### config.mk
export PLATFORM = sky130hd
export DESIGN_NAME = serial_adder
export DESIGN_NICKNAME = d
export VERILOG_FILES = /design/src/rtl/serial_adder_pkg.sv /design/src/rtl/serial_adder_full_adder.sv /design/src/rtl/serial_adder.sv
export SDC_FILE = /design/constraint.sdc
export NUM_CORES = 1
export LEC_CHECK = 0
export CORE_ASPECT_RATIO = 1.25
export CORE_MARGIN = 5
export CORE_UTILIZATION = 46
export DETAILED_ROUTE_END_ITERATION = 10
export GPL_TIMING_DRIVEN = 0
export HOLD_SLACK_MARGIN = 0.1
export PLACE_DENSITY = 0.71
export SLEW_MARGIN = 10
export SYNTH_ARGS = -nofsm -noshare
export SYNTH_HDL_FRONTEND = slang
export SYNTH_HIERARCHICAL = 1
export SYNTH_SLANG_ARGS = --single-unit
### constraint.sdc
create_clock -name clk -period 1.1 [get_ports clk]
set_input_delay 0.22 -clock clk [delete_from_list [all_inputs] [get_ports clk]]
set_output_delay 0.22 -clock clk [all_outputs]
set_load 0.02 [all_outputs]
### src/rtl/serial_adder_pkg.sv
// Shared types and defaults for the bit-serial adder.
// Holds the FSM state encoding and the default operand width.
package serial_adder_pkg;

    typedef enum logic [1:0] {
        IDLE = 2'd0,
        RUN  = 2'd1,
        FIN  = 2'd2
    } state_t;

    localparam int DEFAULT_WIDTH = 8;

endpackage

### src/rtl/serial_adder_full_adder.sv
// One-bit full adder used as the serial bit-slice.
// Purely combinational.
module full_adder (
    input  logic a,
    input  logic b,
    input  logic cin,
    output logic sum,
    output logic cout
);

    assign sum  = a ^ b ^ cin;
    assign cout = (a & b) | (a & cin) | (b & cin);

endmodule

### src/rtl/serial_adder.sv
// Bit-serial unsigned adder: one bit per clock, LSB first.
// Result appears in sum/cout with a one-cycle done pulse.
module serial_adder
    import serial_adder_pkg::*;
#(
    parameter int WIDTH = DEFAULT_WIDTH
) (
    input  logic             clk,
    input  logic             rst,
    input  logic             start,
    input  logic [WIDTH-1:0] a,
    input  logic [WIDTH-1:0] b,
    input  logic             cin,
    output logic             busy,
    output logic             done,
    output logic [WIDTH-1:0] sum,
    output logic             cout
);

    localparam int CW = $clog2(WIDTH + 1);
    localparam logic [CW-1:0] LAST = CW'(WIDTH - 1);

    state_t           state;
    logic [WIDTH-1:0] sh_a;
    logic [WIDTH-1:0] sh_b;
    logic [WIDTH-1:0] part;
    logic             carry;
    logic [CW-1:0]    cnt;

    logic             fa_s;
    logic             fa_c;
    logic [WIDTH:0]   part_cat;
    logic [WIDTH-1:0] part_nxt;

    full_adder u_fa (
        .a    (sh_a[0]),
        .b    (sh_b[0]),
        .cin  (carry),
        .sum  (fa_s),
        .cout (fa_c)
    );

    // Concatenate then drop the LSB so WIDTH=1 needs no special case.
    always_comb begin
        part_cat = {fa_s, part};
        part_nxt = part_cat[WIDTH:1];
    end

    always_ff @(posedge clk) begin
        if (rst) begin
            state <= IDLE;
            busy  <= 1'b0;
            done  <= 1'b0;
            sum   <= '0;
            cout  <= 1'b0;
            sh_a  <= '0;
            sh_b  <= '0;
            part  <= '0;
            carry <= 1'b0;
            cnt   <= '0;
        end else begin
            unique case (state)
                IDLE, FIN: begin
                    if (start) begin
                        sh_a  <= a;
                        sh_b  <= b;
                        carry <= cin;
                        part  <= '0;
                        cnt   <= '0;
                        state <= RUN;
                        busy  <= 1'b1;
                    end else begin
                        state <= IDLE;
                        busy  <= 1'b0;
                    end
                    done <= 1'b0;
                end
                RUN: begin
                    part  <= part_nxt;
                    carry <= fa_c;
                    sh_a  <= sh_a >> 1;
                    sh_b  <= sh_b >> 1;
                    cnt   <= cnt + 1'b1;
                    if (cnt == LAST) begin
                        sum   <= part_nxt;
                        cout  <= fa_c;
                        state <= FIN;
                        busy  <= 1'b0;
                        done  <= 1'b1;
                    end
                end
                default: begin
                    state <= IDLE;
                    busy  <= 1'b0;
                    done  <= 1'b0;
                end
            endcase
        end
    end

endmodule

# == Word level (Yosys, flattened, before mapping) ==
# Index checks and enable logic that the tools add are counted.
# totals
reg_bits,42
elab_cells,46
out_inout_bits,11
inputBits,20
# classes
n_mux,16
bitwise_logic,8
addsub,1
n_reduce_logical,6
eq_ne,5
# op_table
op,count
one-hot mux 8 bit (2 select lines),3
two-way mux 8 bit,3
one-hot mux 4 bit (2 select lines),1
adder 4 x 1 -> 4 bit (second input constant),1
equality test 4 x 3 -> 1 bit (second input constant),1
two-way mux 1 bit,4
two-way mux 4 bit,1
inequality test 2 bit (second input constant),2
one-hot mux 1 bit (2 select lines),2
one-hot mux 2 bit (2 select lines),1
AND reduction 2 bit,2
OR reduction 2 bit,2
bitwise AND 1 bit,3
equality test 2 x 1 -> 1 bit (second input constant),1
equality test 2 bit (second input constant),1
logical NOT 2 bit,1
two-way mux 2 bit,1
bitwise OR 1 bit,2
nonzero test 2 bit,1
bitwise XOR 1 bit,2
inverter 1 bit,1

# == Logic depth before layout (Yosys ltp) ==
# Gate-level depths: netlist of the first run.
# logic_depth
ltp_word,4
ltp_mapped,5
depth_no_buf,4

# == Cells and area by module ==
# The synthesis of the first run kept the hierarchy.
# by_module_without_submodules
mod,instances,seq_area_each_um2,area_per_inst_um2,cells_each
serial_adder,1,800.8,1700.4,180
full_adder,1,0.0,20.0,1

# == Worst setup path after synthesis of the first run ==
# No wires, ideal clock.
# synth_timing
path_type,reg2reg
from,register state[0]
to,register cnt[3]
n_path_buf,1
synth_period_minus_slack_ns,1.292
t_required_ns,0.979
path_stages_with_launch,5
setup_time_ns,0.121
setup_slack_ns,-0.192
arrival_ns,1.171
path_cell_list,dfxtp_1 and2b_1 buf_6 nand4_2 mux2_4
# synth_between
elab_chain_cells,4
elab_cells_between_ends,8
classes_between,eq/ne (3); mux (1); reduce/logical (4)
# synth_lines
element,line,text
from (decl),serial_adder.sv:23,state_t state;
from (signal assigned),serial_adder.sv:51,state <= IDLE;
from (signal assigned),serial_adder.sv:70,state <= RUN;
from (signal assigned),serial_adder.sv:73,state <= IDLE;
equality test 2 bit / logical NOT 2 bit (equally long branches),serial_adder.sv:62,unique case (state)
OR reduction 2 bit,serial_adder.sv:62,
inequality test 2 bit (no source line) / nonzero test 2 bit (equally long branches),n/a,
AND reduction 2 bit (no source line),n/a,
to (signal assigned),serial_adder.sv:83,cnt <= cnt + 1'b1;
to (decl),serial_adder.sv:28,logic [CW-1:0] cnt;
# Parallel ways exist; a longest one is shown, timed or not.
# A chain may end at the register's enable or synchronous reset.

# == Final worst setup path of the first run ==
# layout_timing
from,register state[0]
to,register carry
# layout_between
elab_chain_cells,4
elab_cells_between_ends,8
classes_between,eq/ne (3); mux (1); reduce/logical (4)
# layout_lines
element,line,text
equality test 2 bit / logical NOT 2 bit (equally long branches),serial_adder.sv:62,
OR reduction 2 bit,serial_adder.sv:62,
inequality test 2 bit (no source line) / nonzero test 2 bit (equally long branches),n/a,
AND reduction 2 bit (no source line),n/a,
to (signal assigned),serial_adder.sv:67,carry <= cin;
to (decl),serial_adder.sv:27,logic carry;
# Parallel ways exist; a longest one is shown, timed or not.

==> results.json, run 1 <==
{
  "grt_pass1_wl_mm": 7.99,
  "grt_use_total": 0.203,
  "max_slew_margin": 0.849,
  "start_util": 0.486,
  "synthToLayoutAreaGrowth_pct": 65.5,
  "ff2ff_setup_slack_ns": -0.17,
  "fp-row-count": 24,
  "cts_root_buf": "clkbuf_8",
  "fp.dieArea_sq_um": 5070,
  "hold_buffers": 0,
  "drv_cap": 0,
  "vias": 1619,
  "fin_util": 0.803,
  "rsz0062_at_grt": "yes",
  "timing.rr.end": "carry",
  "endpoint_kind": "register",
  "finalCriticalPeriod_ns": 1.27,
  "reg2reg_depth": 6,
  "ioPinCount": 31,
  "start_kind": "register",
  "die_h_um": 78.4,
  "setup_viol": 40,
  "clock_path_buffers": 2,
  "htreeDepth": 2,
  "synth-seq-cells": 40,
  "grt_pass1_vias": 1722,
  "antenna_found_initial": 0,
  "postSynthAreaPerCell_sq_um": 9.50,
  "ant_nets": 0,
  "min_path_cells": 2,
  "die_w_um": 64.7,
  "ys_warn_count": 6,
  "crit_start": "state[0]",
  "r2r-start": "state[0]",
  "numPortBuffers": 30,
  "cts_tree": "yes",
  "synthCells": 181,
  "min-delay-start": "sum[3]",
  "path_clk_slew_ns": 0.08,
  "nets": 260,
  "n_fill_cell": 211,
  "drive_gt1_frac": 0.527,
  "crit_type": "register to register",
  "numClockSinks": 40,
  "syn_area_sq_um": 1720,
  "p_leak_uw": 0.00108,
  "drc": 0,
  "max_freq_ghz": 0.786,
  "final.setup_skew_ns": 0.00795,
  "dpl.hpwl_mm": 2.83,
  "drt_wl_total_mm": 5.64,
  "cts_made_buffers": 5,
  "layout_common_cells": "dfxtp_1 (34), a21oi_2 (21), nand2b_1 (19)",
  "place_congestion": 0.840,
  "first_iter_violations": 94,
  "clk_latency_ns": 0.30,
  "arrival_ns": 1.49,
  "coreArea_sq_um": 3540,
  "slew_viol_final": 0,
  "violations": "negative setup slack",
  "status": "finished with violations",
  "finalHoldViolCount": 0,
  "seq_area_frac_synth": 0.465,
  "fin_tns_setup_ns": -2.90,
  "critPathMaxFanout": 7,
  "yosysTopAreaCell": "dfxtp_1",
  "synth_nets": 203,
  "hold_end": "sum[3]",
  "synth_top_area_frac": 0.465,
  "grt_max_degree": 13,
  "worst_slack_ns": -0.172,
  "drt_pass1_iterations": 4,
  "grt.overflow.total": 0,
  "wl_per_cell_um": 20.3,
  "synthTopCellsByArea": "dfxtp_1 (47%), a21oi_1 (8.1%), nand3_1 (7.6%)",
  "ir_drop_uv": 886,
  "layout.cells.most_common": "dfxtp_1",
  "hp-class": "register to register",
  "synth.distinct_cells": 26,
  "vias_per_cell": 5.82,
  "tightest_slew_ns": 0.226,
  "diodes": 0,
  "p_per_area_nw_per_um2": 1190,
  "required_ns": 1.32,
  "period_share": 1.16
}
## routing by layer
metal / global-route usage / wire, um / vias to the layer above
met5: 0 / 0 / -
met4: 0.104 / 150 / 0
met3: 0.0557 / 290 / 15
met1: 0.222 / 2110 / 787
met2: 0.354 / 3080 / 61
li1: - / - / 756
## flip-flops by register name, summed over array words and instances, names as in the netlist
| name | flops |
|---|---|
| done | 1 |
| cout | 1 |
| carry | 1 |
| sh_a | 8 |
| part | 7 |
| cnt | 4 |
| state | 2 |
| sh_b | 8 |
| sum | 8 |
## how the worst max path moves through the flow
stage	to	slack (ns)	cells past startpoint
after floorplan	carry	-0.03	5
after global placement	state[0]	-0.65	4
after detailed placement	sh_b[6]	-0.69	4
after CTS	sh_a[5]	-0.1	5
after global routing	carry	-0.19	6
final	carry	-0.17	6
## repair_timing
action                     in CTS  in global routing
buffers inserted               11                  2
setup endpoints to repair      51                 40
gates cloned                    5                  2
resized for setup             107                 38
pin swaps                      28                 30
## per-stage QoR
step	power, uW	hold slack, ns	cells	area [sq um]	worst slack (ns)
after floorplan	1840	0.356	181	1820	-0.0313
after CTS	3270	0.462	274	2640	-0.0970
after global placement	1980	0.454	250	2170	-0.647
after detailed placement	2000	0.460	250	2170	-0.694
after global routing	3540	0.491	278	2850	-0.195
final	3400	0.470	278	2850	-0.172
## synthesized netlist by cell type (all sizes together)
cell type / count
dfxtp: 40
buf: 11
nand3: 26
nor2: 3
nor2b: 1
a211oi: 2
clkbuf: 5
nand2b: 21
a22oi: 15
nand4: 1
mux2i: 9
a21oi: 28
and2b: 1
fa: 1
nand3b: 1
mux2: 2
nor3b: 1
nand2: 10
nor3: 1
ha: 1
inv: 1
## final cells by class
| type | instances | area, sq um | share of cell area |
|---|---|---|---|
| Multi-Input combinational cell | 125 | 1120 | 0.394 |
| Sequential cell | 40 | 816 | 0.287 |
| Timing Repair Buffer | 49 | 541 | 0.190 |
| Buffer | 16 | 215 | 0.0756 |
| Clock buffer | 8 | 100 | 0.0352 |
| Tap cell | 39 | 48.8 | 0.0171 |
| Inverter | 1 | 3.75 | 0.00132 |
## worst max-delay path: stages, from the launching register on
cell      delay, ns
dfxtp_4        0.36
buf_12         0.13
nand2b_4       0.09
buf_12         0.16
buf_8          0.13
nand3_1        0.14
a21oi_2        0.18
## cells by family (layout without fill, tap and decap cells)
logic type	after synthesis	in the layout	synth area share
AND/OR/NAND/NOR	66	67	0.220
AO/OA/AOI/OAI	45	45	0.159
flip-flops	40	40	0.465
buffers and inverters	17	74	0.0669
multiplexers	11	11	0.0698
adder cells (fa/ha/maj)	2	2	0.0189
## where the power goes
group | total (uW) | internal (uW) | switching [uW]
Clock | 1070 | 572 | 494
Combinational | 786 | 428 | 358
Sequential | 1550 | 1500 | 47.6
Power figures use the tool's default switching activity.
==> run 2: changes to the inputs <==
--- a/config.mk
+++ b/config.mk
@@ -7,11 +7,12 @@
 export LEC_CHECK = 0
 export CORE_ASPECT_RATIO = 1.25
 export CORE_MARGIN = 5
-export CORE_UTILIZATION = 46
+export CORE_UTILIZATION = 51
+export CTS_CLUSTER_DIAMETER = 80
 export DETAILED_ROUTE_END_ITERATION = 10
 export GPL_TIMING_DRIVEN = 0
 export HOLD_SLACK_MARGIN = 0.1
-export PLACE_DENSITY = 0.71
+export PLACE_DENSITY = 0.75
 export SLEW_MARGIN = 10
 export SYNTH_ARGS = -nofsm -noshare
 export SYNTH_HDL_FRONTEND = slang
==> constraint.sdc (replaced) <==
create_clock -name clk -period 1.4 [get_ports clk]
set_input_delay 0.28 -clock clk [delete_from_list [all_inputs] [get_ports clk]]
set_output_delay 0.28 -clock clk [all_outputs]
set_load 0.02 [all_outputs]
==> run 2 against run 1 <==
  * The run now ends clean
  * Die area is 8.5% lower
  * Clock power is 35% lower
  * Critical endpoint is now busy
  * Largest power group unchanged
  * Sequential power is 22% lower
  * Combinational power is 61% lower
==> results.json, run 2 (synthesized netlist as in run 1, its figures left out) <==
{
  "critPathMaxStageDelay_ns": 0.40,
  "cts_tree": "yes",
  "crit_type": "register to primary output",
  "cts_root_buf": "clkbuf_8",
  "fin_util": 0.674,
  "tightest_slew_ns": 0.444,
  "ff2ff_setup_slack_ns": 0.12,
  "vias": 1451,
  "rsz0062_at_grt": "no",
  "synthToLayoutAreaGrowth_pct": 26.3,
  "critPathMaxFanout": 5,
  "finalCriticalPeriod_ns": 1.31,
  "required_ns": 1.12,
  "first_iter_violations": 41,
  "drv_cap": 0,
  "start_util": 0.534,
  "drt_wl_total_mm": 3.66,
  "antenna_found_initial": 0,
  "p_per_area_nw_per_um2": 1020,
  "arrival_ns": 1.03,
  "finalNonFillerCells": 256,
  "setup_viol": 0,
  "multi_input_area_sq_um": 840,
  "drive_gt1_frac": 0.137,
  "drc": 0,
  "placed_cells": 248,
  "place_congestion": 0.846,
  "numPortBuffers": 30,
  "grt_pass1_vias": 1458,
  "ir_drop_uv": 1010,
  "htreeDepth": 2,
  "path_delay_family": "flip-flops",
  "period_share": 0.938,
  "die_h_um": 74.9,
  "coreArea_sq_um": 3220,
  "clock_path_buffers": 2,
  "ff_latch_area_sq_um": 801,
  "grt_use_total": 0.182,
  "dpl.hpwl_mm": 2.59,
  "numClockSinks": 40,
  "layout.cells.most_common": "dfxtp_1",
  "cp_slowest_cell": "dfxtp_1",
  "path_clk_slew_ns": 0.07,
  "fp.dieArea_sq_um": 4640,
  "grt_max_degree": 12,
  "ioPinCount": 31,
  "status": "complete, no violations",
  "p_leak_uw": 0.000857,
  "grt.overflow.total": 0,
  "reg_top3": "sh_a (8), sh_b (8), sum (8)",
  "cts_made_buffers": 5,
  "diodes": 0,
  "ant_nets": 0,
  "max_slew_margin": 0.704,
  "hp-class": "register to register",
  "die_w_um": 62.0,
  "worst-path-buf-inv": 1,
  "n_fill_cell": 289,
  "fp-row-count": 23,
  "drt_pass1_iterations": 4,
  "start_kind": "register",
  "cts_setup_buffers": 0,
  "crit_path_cell_trace": "dlygate4sd2_1",
  "endpoint_kind": "primary output",
  "wl_per_cell_um": 14.3,
  "hold_buffers": 0,
  "layout_common_cells": "dfxtp_1 (40), a21oi_1 (28), nand3_1 (26)",
  "final.setup_skew_ns": 0.00349,
  "slew_viol_final": 0,
  "grt_pass1_wl_mm": 6.38,
  "nets": 241,
  "max_freq_ghz": 0.761,
  "fin_tns_setup_ns": 0,
  "finalHoldViolCount": 0,
  "vias_per_cell": 5.67,
  "clk_latency_ns": 0.28
}
## run 2: cell types whose count changed in the layout (fill, tap and decap cells not counted), sizes merged
cell / previous run / this run
buf: 39 / 11
clkbuf: 15 / 11
dlygate4sd2: 1 / 11
clkdlybuf4s50: 18 / 19
clkinv: 0 / 1
## run 2: path summary, 6_finish.rpt
check | endpoint | depth (start not counted) | from
max | busy | 1 | state[0]
min | sh_b[3] | 2 | sh_b[3]
max reg2reg | sum[6] | 4 | cnt[0]
min reg2reg | sh_b[3] | 2 | sh_b[3]
## run 2: through the flow
| stage | setup slack (ns) | hold WS [ns] | cell area, sq um | power, uW |
|---|---|---|---|---|
| 2_1_floorplan | 0.108 | 0.416 | 1720 | 1420 |
| 3_3_place_gp | -0.389 | 0.454 | 2070 | 1520 |
| 3_5_place_dp | -0.404 | 0.459 | 2070 | 1530 |
| 4_1_cts | 0.0156 | 0.469 | 2150 | 2220 |
| 5_1_grt | 0.0107 | 0.486 | 2170 | 2310 |
| 6_report | 0.0864 | 0.468 | 2170 | 2210 |
## run 2: final cells by class
class | instances | area share
inverter | 1 | 0.00173
multi-input combinational | 125 | 0.387
tap | 37 | 0.0213
timing repair buffer | 30 | 0.132
clock buffer | 6 | 0.0334
buffer | 16 | 0.0541
clock inverter | 1 | 0.00230
sequential | 40 | 0.369
## run 2: what timing repair did
| action | in CTS | in global routing |
|---|---|---|
| pin swaps | 1 | 1 |
| gates cloned | 1 | 0 |
| endpoints found under the setup margin | 32 | 40 |
| gates resized for setup | 14 | 7 |
## run 2: report_power, final
part           total [uW]  switching, uW  internal, uW
logic                 305            155           150
clock network         693            355           338
registers            1210           28.4          1180
total                2210            538          1670
## run 2: per-layer routing
metal	GRT usage	wire, um	vias to the layer above
met5	0	0	-
met1	0.205	1460	688
met4	0.0684	70	0
li1	-	-	714
met2	0.323	1910	41
met3	0.0463	212	8
==> run 3: changes to the inputs <==
--- a/config.mk
+++ b/config.mk
@@ -7,12 +7,14 @@
 export LEC_CHECK = 0
 export CORE_ASPECT_RATIO = 1.25
 export CORE_MARGIN = 5
-export CORE_UTILIZATION = 51
+export CORE_UTILIZATION = 54
+export CTS_BUF_LIST = sky130_fd_sc_hd__clkbuf_8
 export CTS_CLUSTER_DIAMETER = 80
 export DETAILED_ROUTE_END_ITERATION = 10
 export GPL_TIMING_DRIVEN = 0
 export HOLD_SLACK_MARGIN = 0.1
-export PLACE_DENSITY = 0.75
+export MAX_ROUTING_LAYER = met4
+export PLACE_DENSITY = 0.79
 export SLEW_MARGIN = 10
 export SYNTH_ARGS = -nofsm -noshare
 export SYNTH_HDL_FRONTEND = slang
==> run 3 against run 2 <==
  * Maximum frequency hardly changed
  * Critical path depth unchanged
  * Non-clock buffer count grew 2
  * Total power rose by 15%
  * Largest power group unchanged
  * Setup slack got worse by 0.00088 ns
  * Combinational power rose by 2%
  * Sequential share of layout area shrank 0.85 points
  * Largest cell class unchanged
  * Clock skew up 0.0042 ns
  * Core utilization rose by 3.5 points
  * Hold slack better by 0.0030 ns
  * Critical path type unchanged
  * Wire length increased by 3.7%
  * Via count stayed put
==> results.json, run 3 (synthesized netlist as in run 1, its figures left out) <==
{
  "start_util": 0.548,
  "layout_common_cells": "dfxtp_1 (40), a21oi_1 (28), nand3_1 (26)",
  "grt_max_degree": 13,
  "worst_slack_ns": 0.0855,
  "place_congestion": 0.791,
  "finalHoldViolCount": 0,
  "max_slew_margin": 0.688,
  "ioPinCount": 31,
  "grt_pass1_wl_mm": 6.29,
  "path_clk_slew_ns": 0.07,
  "multi_input_area_sq_um": 827,
  "grt_pass1_vias": 1414,
  "final.setup_skew_ns": 0.00771,
  "hp-class": "register to register",
  "reg_top3": "sh_a (8), sh_b (8), sum (8)",
  "numPortBuffers": 30,
  "layout.cells.most_common": "dfxtp_1",
  "fin_hold_ws_ns": 0.471,
  "cts_made_buffers": 5,
  "grt.overflow.total": 0,
  "clk_latency_ns": 0.29,
  "status": "complete, no violations",
  "p_leak_uw": 0.000889,
  "synthToLayoutAreaGrowth_pct": 29.2,
  "first_iter_violations": 78,
  "crit_path_cell_trace": "dlygate4sd2_1",
  "endpoint_kind": "primary output",
  "drc": 0,
  "tightest_slew_ns": 0.468,
  "worst-path-buf-inv": 1,
  "p_per_area_nw_per_um2": 1140,
  "arrival_ns": 1.03,
  "crit_type": "register to primary output",
  "path_delay_family": "flip-flops",
  "antenna_found_initial": 0,
  "period_share": 0.939,
  "numClockSinks": 40,
  "drt_pass1_iterations": 4,
  "diodes": 0,
  "die_h_um": 73.1,
  "drt_wl_total_mm": 3.80,
  "start_kind": "register",
  "drive_gt1_frac": 0.149,
  "drv_cap": 0,
  "die_w_um": 60.5,
  "fp.dieArea_sq_um": 4420,
  "htreeDepth": 2,
  "max_freq_ghz": 0.761,
  "critPathMaxStageDelay_ns": 0.39,
  "setup_viol": 0,
  "coreArea_sq_um": 3140,
  "slew_viol_final": 0,
  "clock_path_buffers": 2,
  "ir_drop_uv": 1280,
  "vias": 1451,
  "fp-row-count": 23,
  "cts_root_buf": "clkbuf_8",
  "rsz0062_at_grt": "no",
  "critPathMaxFanout": 5,
  "pre_cts_ws_ns": -0.449,
  "cp_slowest_cell": "dfxtp_1",
  "finalCriticalPeriod_ns": 1.31,
  "ant_nets": 0,
  "grt_use_total": 0.194,
  "nets": 243,
  "ff_latch_area_sq_um": 801,
  "wl_per_cell_um": 14.7,
  "cts_tree": "yes",
  "n_fill_cell": 249,
  "dpl.hpwl_mm": 2.73,
  "vias_per_cell": 5.60,
  "required_ns": 1.12
}
## run 3: cell count changes in the layout (fill, tap and decap cells not counted)
cell,delta
nor2b_1,+1
clkinv_2,-1
bufinv_16,+1
ha_2,+1
clkbuf_1,-1
clkbuf_8,+2
ha_4,-1
nor2b_2,-1
buf_4,+2
## run 3: worst register-to-register path, cell delays in order (launching register included)
cell	delay [ns]
dfxtp_1	0.39
ha_2	0.24
nand3b_4	0.17
nor2_4	0.21
mux2i_1	0.22
## run 3: worst paths after layout
check | slack, ns | endpoint | depth (start not counted) | start
max | 0.09 | busy | 1 | state[0]
min reg2reg | 0.47 | sh_a[5] | 2 | sh_a[5]
min | 0.47 | sh_a[5] | 2 | sh_a[5]
max reg2reg | 0.10 | sum[6] | 4 | cnt[0]
## run 3: through the flow
stage | instance area, sq um | utilization | total power, uW | setup TNS, ns | std cells
finish | 2220 | 0.709 | 2530 | 0 | 259
floorplan | 1720 | - | 1420 | 0 | 181
detailed placement | 2070 | 0.659 | 1530 | -12.28 | 248
global route | 2220 | 0.709 | 2630 | 0 | 259
global placement | 2070 | 0.659 | 1520 | -10.50 | 248
CTS | 2180 | 0.696 | 2530 | 0 | 256
## run 3: timing repair
item,CTS,global route
gates resized for setup,13,6
setup endpoints to repair,32,40
pin swaps,1,2
hold buffers,0,0
setup buffers,0,2
cloned,0,1
## run 3: cell type report
cell class	count	area share
Inverter	1	0.00169
Timing Repair Buffer	32	0.136
Buffer	16	0.0529
Clock inverter	1	0.0135
Clock buffer	7	0.0433
Tap cell	37	0.0208
Sequential cell	40	0.360
Multi-Input combinational cell	125	0.372
## run 3: per-layer routing
metal,global-route usage,share of wire,vias up
li1,-,-,716
met1,0.221,0.41,692
met2,0.327,0.53,34
met3,0.0496,0.047,9
met4,0.0675,0.018,0
met5,-,0,-
## run 3: where the power goes
group	internal (uW)	leakage, uW	total (uW)	switching, uW
Combinational	154	0.000499	312	158
Sequential	1180	0.000325	1210	26.9
Clock	629	0.0000645	1010	382
==> variant, RTL diff (config.mk and constraints of run 2) <==
`DEFAULT_WIDTH`: 8 -> 4.
--- a/src/rtl/serial_adder_pkg.sv
+++ b/src/rtl/serial_adder_pkg.sv
@@ -10,3 +10,3 @@
 
-    localparam int DEFAULT_WIDTH = 8;
+    localparam int DEFAULT_WIDTH = 4;
 
Interface: changed (resized a, b and sum); port bits go from 31 to 19. The function was not compared with the original's and may differ.
==> variant against run 2 <==
Via count shrank 42%; count of clock-buffer cells in the layout shrank 3; setup slack lost 0.037 ns; clock power shrank 55%; power shrank 45%; non-clock buffer count shrank 19; sequential cell count shrank 17; wire length shrank 46%; sequential share of layout area grew 1.7 points; design area shrank 45%; area after synthesis shrank 44%; core utilization shrank 0.44 points; largest cell class is now sequential cells; largest power group unchanged; highest routed layer unchanged.
==> variant: results (changes against run 2) <==
- Syn Nets: 128 (-37%)
- Synth Area in Compound Gates: 0.1430 (-0.01550)
- Layout cell share with drive strength beyond 1: 0.09701 (-0.03997)
- VDD IR max: 0.0006300 V (-37%)
- Synth Area in Adders: 0.04681 (+0.02790)
- Number of distinct library cells after synthesis: 21 (-19%)
- Number of buffers created by CTS: 3 (-2)
- Post-synthesis sequential area ratio: 0.4785 (+0.01309)
- DR iter-0 viols: 7 (-83%)
- Nets: 150 (-38%)
- Largest net degree at the start of global routing: 14 (+2)
- Status: complete, no violations
- Sw power: 0.0003202 W (-41%)
- Area contributors post-synth: dfxtp_1 (48%), nand2_1 (9.0%), a21oi_1 (7.3%), nand3_1 (7.3%), a311oi_1 (5.5%)
- Clk_skew: 0.007808 ns (+0.004317 ns)
- Slew @ Worst Pin: 0.4892 ns (+0.04484 ns)
- Post-synthesis mux area share: 0 (-0.06982)
- Worst-skew pair later-pin latency: 0.32 ns (+0.04 ns)
- Clock transition at the registers of the reported paths: 0.12 ns (+0.05 ns)
- I/O Buffers: 18 (-40%)
- Vias in the first global route: 794 (-46%)
- Crit path DAT: 1.07 ns (+0.04 ns)
- Total Routing Usage GR: 0.1522 (-0.03005)
- Vias per inst: 5.497 (-3.0%)
- Detailed Route WL: 1987 um (-46%)
- Top flop regs: sh_a (4), sh_b (4), sum (4)
- Clock Tree Root: clkbuf_4
- Most frequent cells after synthesis: dfxtp_1 (23), nand2_1 (23), a21oi_1 (14), nand3_1 (14), nor2_1 (8)
- RePlAce Congestion: 0.7755 (-8.3%)
- Pleak: 0.4659 nW (-46%)
- Maximum net fanout on the critical path: 6 (+1)
- Worst stage delay on the critical path: 0.43 ns (+0.03 ns)
-- variant: cell types whose count changed in the layout (fill, tap and decap cells not counted), sizes merged, moves of 4 or more --
cell	run 2	this run
nand2b	21	4
clkbuf	11	5
a22oi	15	1
mux2i	9	0
buf	11	7
nand3	26	14
a21oi	28	14
nor2	4	8
a311oi	0	6
dlygate4sd2	11	6
nand2	10	23
clkdlybuf4s50	19	11
dfxtp	40	23
-- variant: area by class of cell --
cell class | instances | area [um^2]
Fill cell | 163 | 590.6
Sequential cell | 23 | 461.7
Multi-Input combinational cell | 79 | 440.4
Timing Repair Buffer | 18 | 172.7
Buffer | 9 | 66.31
Tap cell | 19 | 23.77
Clock buffer | 3 | 22.52
Clock inverter | 1 | 5.005
Inverter | 1 | 3.754
-- variant: path summary, 6_finish.rpt --
path	from	endpoint	slack, ns
max	state[0]	busy	0.05
min	sum[0]	sum[0]	0.46
max reg2reg	cnt[0]	sum[0]	0.17
min reg2reg	sum[0]	sum[0]	0.46
-- variant: logic make-up (layout without fill, tap and decap cells) --
group,count (synthesis),count (layout)
DFF,23,23
and+or+nand+nor,54,54
adders and majority gates,3,3
buffers and inverters,11,32
AOI/OAI and AO/OA,22,22
-- variant: layer usage --
metal / track usage / vias up / routed length, um
met5: 0 / - / 0
met4: 0.08077 / 0 / 45
met3: 0.01772 / 5 / 100
met2: 0.2612 / 24 / 918
met1: 0.1861 / 386 / 921
li1: - / 426 / -
-- variant: tightest hold or removal path, stage by stage, from the launching register on --
cell	delay [ns]
dfxtp_1	0.33
nand2_1	0.05
a21oi_1	0.05
-- variant: what timing repair did --
| action | 4_1_cts | 5_1_grt |
|---|---|---|
| resized for setup | 8 | 3 |
| pin swaps | 0 | 1 |
| hold buffers | 0 | 0 |
| buffers inserted | 0 | 0 |
| setup endpoints to repair | 12 | 6 |
-- variant: stage by stage --
step | std cells | total power, W | setup slack, ns
after detailed placement | 150 | 0.0009073 | -0.1970
after global placement | 150 | 0.0009033 | -0.1493
after floorplan | 113 | 0.0008378 | 0.1273
after CTS | 153 | 0.001206 | 0.02489
after global routing | 153 | 0.001271 | 0.004541
final | 153 | 0.001204 | 0.04943
-- variant: power groups by stage --
stage	registers [W]	logic, W	clock network [W]
global route	0.000714	0.000207	0.000350
CTS	0.000707	0.000184	0.000314
detailed placement	0.000722	0.000185	0
global placement	0.000720	0.000183	0
finish	0.000708	0.000185	0.000311
floorplan	0.000720	0.000118	0
